--- config.mk ---
export PLATFORM = sky130hd
export DESIGN_NAME = ball_physics
export DESIGN_NICKNAME = d
export VERILOG_FILES = /design/src/rtl/ball_physics_pkg.sv /design/src/rtl/ball_physics_frame_tick_gen.sv /design/src/rtl/ball_physics.sv
export SDC_FILE = /design/constraint.sdc
export NUM_CORES = 1
export LEC_CHECK = 0
export CORE_MARGIN = 8
export CORE_UTILIZATION = 30
export CTS_BUF_LIST = sky130_fd_sc_hd__clkbuf_4 sky130_fd_sc_hd__clkbuf_8
export DETAILED_ROUTE_END_ITERATION = 6
export PLACE_DENSITY = 0.48
export SYNTH_ARGS = -nofsm -noshare
export SYNTH_HDL_FRONTEND = slang
export SYNTH_HIERARCHICAL = 1
export SYNTH_SLANG_ARGS = --single-unit
--- constraint.sdc ---
create_clock -name CLK25MHZ -period 4.42 [get_ports CLK25MHZ]
set_clock_uncertainty 0.1 [all_clocks]
set_input_delay 0.884 -clock CLK25MHZ [delete_from_list [all_inputs] [get_ports CLK25MHZ]]
set_output_delay 0.884 -clock CLK25MHZ [all_outputs]
set_load 0.01 [all_outputs]
--- src/rtl/ball_physics_pkg.sv ---
// ball_pkg: shared state codes, fixed-point formats and default geometry for the ball engine
// Contents:
//   ST_*     FSM state codes (2-bit)
//   POS_W    signed Q11.4 position width; VEL_W signed Q8.4 velocity width; FRAC fraction bits
//   *_DEF    default launch point and playfield limits in pixels
package ball_pkg;

    localparam int POS_W = 15;
    localparam int VEL_W = 12;
    localparam int FRAC  = 4;

    localparam int X0_DEF      = 10;
    localparam int Y0_DEF      = 300;
    localparam int FLOOR_Y_DEF = 460;
    localparam int X_MAX_DEF   = 639;

    typedef logic [1:0] state_t;

    localparam state_t ST_IDLE   = 2'd0;
    localparam state_t ST_FLIGHT = 2'd1;
    localparam state_t ST_LANDED = 2'd2;

    typedef logic signed [POS_W-1:0] pos_t;
    typedef logic signed [VEL_W-1:0] vel_t;

    function automatic pos_t to_pos(input int pix);
        return pos_t'(pix << FRAC);
    endfunction

endpackage

--- src/rtl/ball_physics_frame_tick_gen.sv ---
// frame_tick_gen: turns each rising edge of vsync into a one-cycle frame tick
// Ports:
//   CLK25MHZ  pixel clock
//   reset     asynchronous, active-high
//   i_vsync   vertical sync, active-high
//   o_tick    one-cycle pulse on the cycle after a detected vsync rise
module frame_tick_gen (
    input  logic CLK25MHZ,
    input  logic reset,
    input  logic i_vsync,
    output logic o_tick
);

    logic       r_vs;
    logic       r_vs_d;
    logic       r_tick;
    logic [1:0] r_fill;

    // vsync is produced on the same pixel clock, so one sample stage suffices.
    // r_fill blocks edge detection until both samples hold real post-reset values,
    // so a vsync already high at reset release is not mistaken for a new frame.
    always_ff @(posedge CLK25MHZ or posedge reset) begin
        if (reset) begin
            r_vs   <= 1'b0;
            r_vs_d <= 1'b0;
            r_fill <= 2'b00;
            r_tick <= 1'b0;
        end else begin
            r_vs   <= i_vsync;
            r_vs_d <= r_vs;
            r_fill <= {r_fill[0], 1'b1};
            r_tick <= r_vs & ~r_vs_d & r_fill[1];
        end
    end

    assign o_tick = r_tick;

endmodule

--- src/rtl/ball_physics.sv ---
// ball_physics: per-frame projectile motion of a ball with floor/side landing and timed rest
// Ports:
//   CLK25MHZ, reset      pixel clock, asynchronous active-high reset
//   vsync                vertical sync; motion advances once per frame
//   launch               shot request, honoured only in IDLE
//   vx0, vy0             signed Q4.4 launch velocity, px/frame (negative vy is upward)
//   ball_x, ball_y       ball position in pixels for the pixel generator
//   in_flight, landed    FLIGHT / LANDED state flags
module ball_physics
    import ball_pkg::*;
#(
    parameter int X0          = X0_DEF,
    parameter int Y0          = Y0_DEF,
    parameter int GRAVITY     = 1,
    parameter int FLOOR_Y     = FLOOR_Y_DEF,
    parameter int X_MAX       = X_MAX_DEF,
    parameter int REST_FRAMES = 60
) (
    input  logic              CLK25MHZ,
    input  logic              reset,
    input  logic              vsync,
    input  logic              launch,
    input  logic signed [7:0] vx0,
    input  logic signed [7:0] vy0,
    output logic [9:0]        ball_x,
    output logic [9:0]        ball_y,
    output logic              in_flight,
    output logic              landed
);

    localparam pos_t P_X0    = to_pos(X0);
    localparam pos_t P_Y0    = to_pos(Y0);
    localparam pos_t P_FLOOR = to_pos(FLOOR_Y);
    localparam pos_t P_XMAX  = to_pos(X_MAX);
    localparam pos_t P_XLIM  = to_pos(X_MAX + 1);
    localparam int   VEL_MAX = 2 ** (VEL_W - 1) - 1;

    state_t                r_state;
    pos_t                  r_px;
    pos_t                  r_py;
    vel_t                  r_vx;
    vel_t                  r_vy;
    logic [15:0]           r_cnt;
    pos_t                  w_npx;
    pos_t                  w_npy;
    logic signed [VEL_W:0] w_vy_sum;
    vel_t                  w_vy_next;
    logic                  w_tick;
    logic                  w_floor;
    logic                  w_left;
    logic                  w_right;
    logic                  w_land;

    frame_tick_gen u_tick (
        .CLK25MHZ (CLK25MHZ),
        .reset    (reset),
        .i_vsync  (vsync),
        .o_tick   (w_tick)
    );

    assign w_npx     = r_px + pos_t'(r_vx);
    assign w_npy     = r_py + pos_t'(r_vy);
    // One guard bit so the gravity add can be saturated instead of wrapping.
    assign w_vy_sum  = (VEL_W + 1)'(r_vy) + (VEL_W + 1)'(GRAVITY);
    assign w_vy_next = (w_vy_sum > VEL_MAX) ? vel_t'(VEL_MAX) : vel_t'(w_vy_sum);
    assign w_floor   = w_npy >= P_FLOOR;
    assign w_left    = w_npx[POS_W-1];
    assign w_right   = w_npx >= P_XLIM;
    assign w_land    = w_floor | w_left | w_right;

    always_ff @(posedge CLK25MHZ or posedge reset) begin
        if (reset) begin
            r_state <= ST_IDLE;
            r_px    <= P_X0;
            r_py    <= P_Y0;
            r_vx    <= '0;
            r_vy    <= '0;
            r_cnt   <= '0;
        end else if (r_state == ST_IDLE) begin
            // A launch on a tick cycle only loads; the first move waits for the next tick.
            if (launch) begin
                r_vx    <= vel_t'(vx0);
                r_vy    <= vel_t'(vy0);
                r_state <= ST_FLIGHT;
            end
        end else if (r_state == ST_FLIGHT) begin
            if (w_tick) begin
                r_px    <= w_left ? '0 : (w_right ? P_XMAX : w_npx);
                r_py    <= w_floor ? P_FLOOR : w_npy;
                r_vx    <= w_land ? '0 : r_vx;
                r_vy    <= w_land ? '0 : w_vy_next;
                r_state <= w_land ? ST_LANDED : ST_FLIGHT;
            end
        end else if (w_tick) begin
            // The tick that finds the counter at REST_FRAMES-1 ends the rest period.
            if (r_cnt == 16'(REST_FRAMES - 1)) begin
                r_state <= ST_IDLE;
                r_cnt   <= '0;
                r_px    <= P_X0;
                r_py    <= P_Y0;
            end else begin
                r_cnt   <= r_cnt + 16'd1;
            end
        end
    end

    // The ball may leave through the top; report row 0 while it is above the screen.
    assign ball_x    = r_px[POS_W-1] ? '0 : r_px[FRAC+9:FRAC];
    assign ball_y    = r_py[POS_W-1] ? '0 : r_py[FRAC+9:FRAC];
    assign in_flight = r_state == ST_FLIGHT;
    assign landed    = r_state == ST_LANDED;

endmodule

Word-level counts from Yosys, hierarchy flattened:

Index checks and enable logic that the tools add are counted.

* order comparisons: 3
* bitwise operators: 7
* eq/ne operators: 4
* add/sub/neg operators: 4
* reductions and logical operators: 11
* muxes and demuxes: 32

Operators with widths (count)
* 15-bit two-way mux: 9
* 12-bit two-way mux: 11
* 15-bit by 12-bit adder with 15-bit output: 2
* 14-bit two-way mux: 2
* 10-bit two-way mux: 2
* 16-bit by 1-bit adder with 16-bit output, second input constant: 1
* 16-bit by 6-bit == test with 1-bit output, second input constant: 1
* 16-bit two-way mux: 1
* 15-bit by 14-bit greater-or-equal comparator with 1-bit output, second input constant: 1
* 15-bit greater-or-equal comparator, second input constant: 1
* 2-bit two-way mux: 7
* 12-bit by 2-bit adder with 13-bit output, second input constant: 1
* 13-bit by 12-bit > comparator with 1-bit output, second input constant: 1
* 3-bit AND reduction: 4
* 2-bit nonzero test: 4
* 4-bit AND reduction: 1
* 1-bit NOT: 3
* 3-bit nonzero test: 1
* 1-bit bitwise AND: 2
* 2-bit by 1-bit == test with 1-bit output, second input constant: 1
* 2-bit == test, second input constant: 1
* 2-bit zero test: 1
* 2-bit != test, second input constant: 1
* 1-bit OR: 2

* output and inout port bits: 22
* logic and storage cells: 71
* flip-flop bits (word level): 77

Depth between registers and ports, before layout:

Gate-level depths: netlist of the first run.

* word-level depth: 8
* depth in mapped cells: 14
* depth with buffers taken out: 11

Modules after synthesis:

The synthesis of the first run kept the hierarchy.

Modules (own cells, without submodules)
* ball_physics: cells each 560, times used 1, area each 4814.6 µm²
* frame_tick_gen: cells each 8, times used 1, area each 141.4 µm²

Worst setup path after synthesis of the first run:

No wires, ideal clock.

* kind: register to register
* start: reg r_vy[0]
* end: reg r_vy[7]
* arrival: 3246 ps
* required time: 4243 ps
* stages on the path, launching flop included: 13
* period minus slack after synthesis: 3424 ps
* path slack: 996 ps
* setup time: 77 ps
* path through: dfrtp_1 > ha_1 > fa_1 > a21oi_2 > nor3_1 > or3_1 > and4_1 > o311a_1 > o211ai_4 > or4b_1 > buf_2 > buf_6 > a21oi_1

* word-level cells in the longest chain between the ends: 8

Ends and longest elaborated chain
* start, declared: RTL line ball_physics.sv:42 `vel_t r_vy;`
* start signal, assigned: RTL line ball_physics.sv:83 `r_vy <= vel_t'(vy0);`
* start signal, assigned: RTL line ball_physics.sv:91 `r_vy <= w_land ? '0 : w_vy_next;`
* 15-bit by 12-bit adder with 15-bit output: RTL line ball_physics.sv:62 `assign w_npy = r_py + pos_t'(r_vy);`
* 15-bit by 14-bit greater-or-equal comparator with 1-bit output: RTL line ball_physics.sv:66 `assign w_floor = w_npy >= P_FLOOR;`
* 1-bit OR (2 in a row): RTL line ball_physics.sv:69 `assign w_land = w_floor | w_left | w_right;`
* 12-bit two-way mux *: RTL line ball_physics.sv:91
* 12-bit two-way mux *: RTL line ball_physics.sv:87 `if (w_tick) begin`
* 12-bit two-way mux *: RTL line ball_physics.sv:86 `end else if (r_state == ST_FLIGHT) begin`
* 12-bit two-way mux *: RTL line ball_physics.sv:79 `end else if (r_state == ST_IDLE) begin`

Every way passes the cells marked *; elsewhere a longest branch is shown, timed or not. The select of a mux whose other input is x is not followed.
A chain may end at the register's enable or synchronous reset.

Worst setup path in the final report of the first run:

* start: reg r_vy[0]
* end: reg r_vx[5]

* word-level cells in the longest chain between the ends: 6

Ends and longest elaborated chain
* 15-bit by 12-bit adder with 15-bit output: RTL line ball_physics.sv:62
* 15-bit by 14-bit greater-or-equal comparator with 1-bit output: RTL line ball_physics.sv:66
* 1-bit OR (2 in a row): RTL line ball_physics.sv:69
* 2-bit nonzero test (no line)
* 4-bit AND reduction (no line)
* end signal, assigned: RTL line ball_physics.sv:82 `r_vx <= vel_t'(vx0);`
* end signal, assigned: RTL line ball_physics.sv:90 `r_vx <= w_land ? '0 : r_vx;`
* end, declared: RTL line ball_physics.sv:41 `vel_t r_vx;`

Every way passes these cells.

==> results of run 1 <==
[metrics by stage]
step | area [µm²] | total power, mW | hold WS (ns)
after floorplan | 4956 | 3.713 | 0.2312
after global placement | 5547 | 4.555 | 0.2349
after detailed placement | 5547 | 4.557 | 0.2427
after CTS | 5720 | 5.076 | 0.2622
after global routing | 5720 | 5.525 | 0.2691
final | 5720 | 5.044 | 0.2597
[placed cells by master (no fill, tap or decap), drive strengths merged, types with 3 or more instances in the layout]
cell type / instances
ha: 31
o211ai: 5
mux2i: 3
dfrtp: 66
nor3: 7
o21ai: 43
nor4: 3
o21a: 5
dfstp: 6
and4: 3
xnor2: 27
xor2: 10
or3b: 3
nand4: 13
nor2b: 15
and3: 5
a21oi: 49
nor2: 45
or3: 3
buf: 9
and2: 5
nand3: 18
a21o: 8
nand2: 58
o22ai: 4
o22a: 3
clkdlybuf4s50: 41
nand2b: 7
a211oi: 6
inv: 23
clkbuf: 10
a22oi: 12
a22o: 10
o211a: 3
a31oi: 10
[per-layer routing]
layer	share of wire [%]	global-route usage (%)	vias to the layer above	routed length (µm)
li1	-	-	2118	-
met1	45	16.14	2023	5977
met2	49	22.38	80	6477
met3	4.0	2.872	18	533
met4	1.9	4.655	0	245
met5	0	0	-	0
[critical path, delay by kind of cell (launching register included)]
family	cells	cell delay (ns)
AO/OA/AOI/OAI	4	0.99
adder cells (fa/ha/maj)	2	0.72
flip-flops	1	0.48
AND/OR/NAND/NOR	4	1.47
[logic make-up (layout without fill, tap and decap cells)]
| logic type | Yosys count | after routing | synth area share (%) |
|---|---|---|---|
| AND/OR/NAND/NOR | 194 | 194 | 19.36 |
| AO/OA/AOI/OAI | 176 | 176 | 23.40 |
| flip-flops | 72 | 72 | 36.51 |
| buffers and inverters | 52 | 87 | 4.872 |
| XOR/XNOR | 37 | 37 | 6.539 |
| adder cells (fa/ha/maj) | 33 | 33 | 8.634 |
| multiplexers | 3 | 3 | 0.6059 |
| other | 1 | 1 | 0.07567 |
[area by class of cell]
class | instances | area (µm²)
Multi-Input combinational cell | 444 | 2905
Inverter | 21 | 78.83
Timing Repair Buffer | 50 | 478.0
Tap cell | 220 | 275.3
Clock inverter | 6 | 42.54
Sequential cell | 72 | 1809
Clock buffer | 10 | 131.4
Fill cell | 1768 | 10630
[final timing paths]
kind / slack (ns) / cells after the start / end / start
max in group asynchronous: 2.52 / 3 / r_py[6] / reset
worst min-delay path: 0.26 / 0 / u_tick/r_fill[1] / u_tick/r_fill[0]
min in group asynchronous: 0.65 / 2 / u_tick/r_vs / reset
worst max register to register: 0.56 / 10 / r_vx[5] / r_vy[0]
worst max-delay path: 0.56 / 10 / r_vx[5] / r_vy[0]
worst min register to register: 0.26 / 0 / u_tick/r_fill[1] / u_tick/r_fill[0]
[state kept, by name (all words and copies together), names as in the netlist]
name,flops
u_tick/r_vs,1
r_px,14
u_tick/r_fill,2
r_state,2
u_tick/r_vs_d,1
r_vy,12
r_cnt,16
u_tick/o_tick,1
r_vx,8
r_py,15
[power breakdown]
group	internal, mW	switching [mW]	total [mW]
clock	0.212	0.278	0.490
sequential	0.900	0.286	1.19
combinational	1.48	1.89	3.37
total	2.59	2.45	5.04
==> qor.txt, run 1 <==
crit-path max FO = 18
gpl congestion = 0.8691
GRT Total Usage = 13.20%
Tightest Pin Transition = 1.166 ns
CP Launch Type = flop
fmax = 258.8 MHz
Leak Pwr = 2.479 nW
setup ws final = 0.5566 ns
DR vias/cell = 5.151
Async S/R FF share, synth = 100.0%
part of the cycle the worst path needs = 87.41%
drt pass-1 iters = 5
Yosys reg bits = 72
clk slew on worst S/H paths = 0.08 ns
Setup WS pre-CTS = 0.5850 ns
nets = 651
Max-Cap Viols = 0
Post-Route WL = 13.23 mm
Post-CTS Hold Buffers = 0
post-synth top area cell = dfrtp_1
Setup TNS = 0 ns
antenna viol nets, final = 0
power per cell area = 881.8 nW/µm²
Die Ht = 144.5 µm
TritonCTS Sinks = 72
IO buf count = 41
Post-synth EDFFs = 0
share of the synthesized area in the top cell type = 33.32%
layout cell share with drive strength beyond 1 = 7.629%
H-tree Lvls = 3
drt wl/cell = 16.08 µm
fin util = 34.99%
Critical-path top delay cell = or4b_1
critical path type = reg -> reg
count of different cell masters after synthesis = 65
relative slew slack = 21.25%
ranking of synthesized cells by area = dfrtp_1 (33%), ha_1 (7.8%), xnor2_1 (4.8%)
Ys Warns = 6
crit path time final = 3.863 ns
number of diodes = 0
Placed Instances = 807
TritonCTS clock tree = done
Initial Util = 30.32%
post-DP HPWL = 9.928 mm
status = finished, final reports clean
first-pass GRT wire length = 21.35 mm
initial antenna violation count = 0
initial DRC count = 218
cells after synthesis = 568
post-CTS sizing = 0
Synth Flop Type = dfrtp_1
top-count cell post-synth = dfrtp_1
worst hold path type = reg -> reg
data required time of the worst path = 4.60 ns
maximum number of pins on one net before global-route repair = 36
Syn Nets = 621
RSZ-0062 raised after global routing = false
Post-synth top cells = dfrtp_1 (66), nand2_1 (57), a21oi_1 (46)
via count of the routed design = 4239
gr ovfl total = 0
Skew-Pair Late Insertion Delay = 0.37 ns
CTS buffer count = 9
die width = 144.5 µm
CP cell instances = ha_1 > fa_1 > a21oi_2 > nor3_1 > or3_1 > and4_1 > o311a_1 > o211ai_4 > or4b_1 > o21ai_0
Post-Syn Area = 4956 µm²
Post-Syn Area per Cell = 8.725 µm²
IO Pins = 42
Final Max Tran Viols = 0
Setup violations, final = 0
Core Region = 16350 µm²
standard-cell rows = 47
Worst Setup End Kind = flop
filler-free cell count of the finished design = 823
Hold Vio Cnt, Final = 0
area of the die = 20890 µm²
setup bufs post-CTS = 0
Max VDD drop = 0.0003054 V
vias in the first global route = 4163
DRC = 0
critical path's largest stage delay = 0.84 ns
sequential share of the synthesized area = 36.51%
Root Buffer Master = clkbuf_8
Area Overhead vs Synth = 15.43%
Clock Path Buffers = 2
Critical Path AT = 4.04 ns
Note: power is estimated with default switching activity, not from simulation.
==> run 2, diff against run 1 <==
--- a/config.mk
+++ b/config.mk
@@ -5,6 +5,7 @@
 export SDC_FILE = /design/constraint.sdc
 export NUM_CORES = 1
 export LEC_CHECK = 0
+export ABC_AREA = 1
 export CORE_MARGIN = 8
 export CORE_UTILIZATION = 30
 export CTS_BUF_LIST = sky130_fd_sc_hd__clkbuf_4 sky130_fd_sc_hd__clkbuf_8
==> run 2 against run 1 <==
Compared with the run above: worst setup slack improved by 0.88 ns; global-route usage is 0.66 points lower; largest cell class unchanged; largest power group unchanged; synthesized cell count up 24%; critical endpoint unchanged; hold slack gained 0.014 ns; clock power up 12%; clock-buffer cell count down 1; critical path depth increased by 6; critical path type unchanged; combinational power decreased by 8.9%; highest routed layer unchanged; core utilization is 0.11 points higher; cell area rose by 4.7%.
==> qor.txt, run 2 <==
Synth Flop Type = dfrtp_1
Syn Nets = 755 (+22%)
worst hold path type = reg -> reg
R2R Setup Slk = 1.43 ns (+0.88 ns)
fmax = 334.7 MHz (+29%)
Area Overhead vs Synth = 15.92%
Max-Cap Viols = 0 (unchanged)
sequential group share of total power = 24.7% (+1.2 points)
Post-Route WL = 13.21 mm (-0.19%)
TritonCTS clock tree = done
post-synth top area cell = dfrtp_1
Clock Path Buffers = 2 (unchanged)
part of the cycle the worst path needs = 67.59% (-20 points)
Post-Syn Area = 5165 µm² (+4.2%)
crit-path max FO = 13 (-5)
cells after synthesis = 702 (+24%)
IO buf count = 41 (unchanged)
Ys Warns = 6 (unchanged)
register with the most flip-flops = r_cnt
first-pass GRT wire length = 22.05 mm (+3.3%)
fillers = 1815 (+2.7%)
Post-CTS Hold Buffers = 0 (unchanged)
Skew-Pair Late Insertion Delay = 0.37 ns (about the same)
drt pass-1 iters = 4 (-1)
top-count cell post-synth = nand2_1
Worst Setup End Kind = flop
maximum number of pins on one net before global-route repair = 68 (+89%)
RSZ-0062 raised after global routing = false
gpl congestion = 0.8290 (-4.6%)
Die Ht = 147.2 µm (+1.9%)
switch share = 50.66% (+2.0 points)
reg2reg end = r_vx[5]
CTS buffer count = 9 (unchanged)
gr ovfl total = 0 (unchanged)
max FFs per register = 16 (unchanged)
number of diodes = 0 (unchanged)
share of the synthesized area in the top cell type = 31.98% (-1.3 points)
clk slew on worst S/H paths = 0.09 ns (about the same)
die width = 147.2 µm (+1.9%)
IO Pins = 42 (unchanged)
area of the die = 21670 µm² (+3.7%)
Critical Path AT = 3.14 ns (-0.90 ns)
Clock Power Share = 11.4% (+1.7 points)
Initial Util = 30.28% (-0.034 points)
drt wl/cell = 13.62 µm (-15%)
Root Buffer Master = clkbuf_8
Post-synth top cells = nand2_1 (178), inv_1 (93), nor2_1 (77)
hold depth = 0 (unchanged)
Max VDD drop = 0.0002848 V (-6.8%)
setup bufs post-CTS = 0 (unchanged)
worst hold endpoint = u_tick/r_fill[1]
initial antenna violation count = 0 (unchanged)
Net Sw Power = 2.431 mW (-0.94%)
count of different cell masters after synthesis = 44 (-32%)
post-CTS sizing = 0 (unchanged)
min-delay src = u_tick/r_fill[0]
Final Max Tran Viols = 0 (unchanged)
critical path type = reg -> reg
most common cell after layout, fill and taps aside = nand2_1
most frequent cells in the layout = nand2_1 (178), inv_1 (92), nor2_1 (77), dfrtp_1 (66), nand3_1 (49)
H-tree Lvls = 3 (unchanged)
ranking of synthesized cells by area = dfrtp_1 (32%), nand2_1 (13%), ha_1 (7.5%)
antenna viol nets, final = 0 (unchanged)
DR vias/cell = 4.662 (-9.5%)
Hold Vio Cnt, Final = 0 (unchanged)
crit path time final = 2.987 ns (-0.8759 ns)
Post-Syn Area per Cell = 7.357 µm² (-16%)
relative slew slack = 54.55% (+33 points)
Post-synth EDFFs = 0 (unchanged)
Async S/R FF share, synth = 100.0% (unchanged)
via count of the routed design = 4522 (+6.7%)
GRT Total Usage = 12.53% (-0.66 points)
data required time of the worst path = 4.58 ns (-0.02 ns)
Tightest Pin Transition = 0.6801 ns (-0.4858 ns)
initial DRC count = 233 (+6.9%)
vias in the first global route = 4569 (+9.8%)
CP Launch Type = flop
sequential share of the synthesized area = 35.03% (-1.5 points)
standard-cell rows = 48 (+2.1%)
TritonCTS Sinks = 72 (unchanged)
nets = 793 (+22%)
power per cell area = 801.6 nW/µm² (-9.1%)
Setup TNS = 0 ns (unchanged)
post-DP HPWL = 10.20 mm (+2.7%)
Setup violations, final = 0 (unchanged)
R2R depth = 16 (+6)
Core Region = 17060 µm² (+4.3%)
fin util = 35.10% (+0.11 points)
worst reg2reg path startpoint = r_vy[0]
internal power = 2.368 mW (-8.6%)
Yosys reg bits = 72 (unchanged)
logic gate share of total power = 63.9% (-2.9 points)
layout cell share with drive strength beyond 1 = 7.651% (+0.022 points)
DRC = 0 (unchanged)
status = finished, final reports clean
Leak Pwr = 2.987 nW (+20%)
biggest registers after layout = r_cnt: 16 flops, r_py: 15 flops, r_px: 14 flops
run 2: cell types whose count changed in the layout (fill, tap and decap cells not counted), sizes merged, moves of 17 or more:
cell	change
o21ai	-23
a21oi	-17
inv	+71
nand3	+35
nand2	+129
nor2	+41
run 2: critical path: stages, from the launching register on:
cell     delay, ns
dfrtp_1       0.45
ha_1          0.25
fa_1          0.45
nand3_1       0.12
nand3_1       0.15
nand3_1       0.13
nand3_1       0.09
nand2_1       0.07
nand2_1       0.06
nor2_1        0.13
nand3_2       0.09
nand2_2       0.09
nand2_4       0.09
nand4_4       0.19
nand2_1       0.23
nand2_1       0.13
nand2_1       0.06
run 2: cell type report:
cell class | instances | area, µm² | area share, %
inverters | 95 | 356.6 | 5.956
multi-input cells | 517 | 2882 | 48.13
clock buffers | 9 | 123.9 | 2.069
flip-flops and latches | 72 | 1809 | 30.22
clock inverters | 7 | 81.33 | 1.358
well taps | 225 | 281.5 | 4.702
repair buffers | 45 | 452.9 | 7.565
run 2: power groups by stage:
stage | Sequential (mW) | Clock [mW] | Combinational [mW]
finish | 1.18 | 0.548 | 3.07
global placement | 1.20 | 0 | 3.07
global route | 1.23 | 0.596 | 3.49
floorplan | 1.09 | 0 | 2.44
detailed placement | 1.20 | 0 | 3.06
CTS | 1.19 | 0.575 | 3.08
run 2: logic make-up (layout without fill, tap and decap cells):
kind of cell               count (synthesis)  after routing  synth area share, %
AOI/OAI and AO/OA                         90             90                10.80
xor gates and xnor gates                  31             31                5.547
buffers and inverters                    113            156                9.181
other                                      1              1              0.07260
DFF                                       72             72                35.03
adders and majority gates                 33             33                8.285
and+or+nand+nor                          362            362                31.08
run 2: routing by layer:
metal / share of wire (%) / vias to the layer above / track usage (%)
met5: 0 / - / 0
li1: - / 2349 / -
met3: 3.8 / 20 / 2.707
met1: 48 / 2073 / 16.09
met4: 1.6 / 0 / 4.335
met2: 46 / 80 / 20.37
run 2: worst max-delay path by stage:
stage	slack (ns)	start	cells past startpoint	to
6_report	1.43	r_vy[0]	16	r_vx[5]
4_1_cts	1.44	r_vy[0]	16	r_vx[5]
5_1_grt	1.19	r_vy[0]	16	r_vx[5]
3_3_place_gp	1.55	launch	7	r_vy[8]
2_1_floorplan	1.76	reset	1	r_cnt[0]
3_5_place_dp	1.47	r_vy[0]	16	r_vx[5]
run 2: stage by stage:
| stage | std cells | hold slack [ns] | area [µm²] | setup WS, ns | power, mW |
|---|---|---|---|---|---|
| 6_report | 970 | 0.2733 | 5987 | 1.433 | 4.799 |
| 3_3_place_gp | 954 | 0.2347 | 5782 | 1.546 | 4.267 |
| 2_1_floorplan | 702 | 0.2312 | 5165 | 1.763 | 3.523 |
| 4_1_cts | 970 | 0.2766 | 5987 | 1.441 | 4.848 |
| 3_5_place_dp | 954 | 0.2543 | 5782 | 1.468 | 4.265 |
| 5_1_grt | 970 | 0.2904 | 5987 | 1.186 | 5.310 |
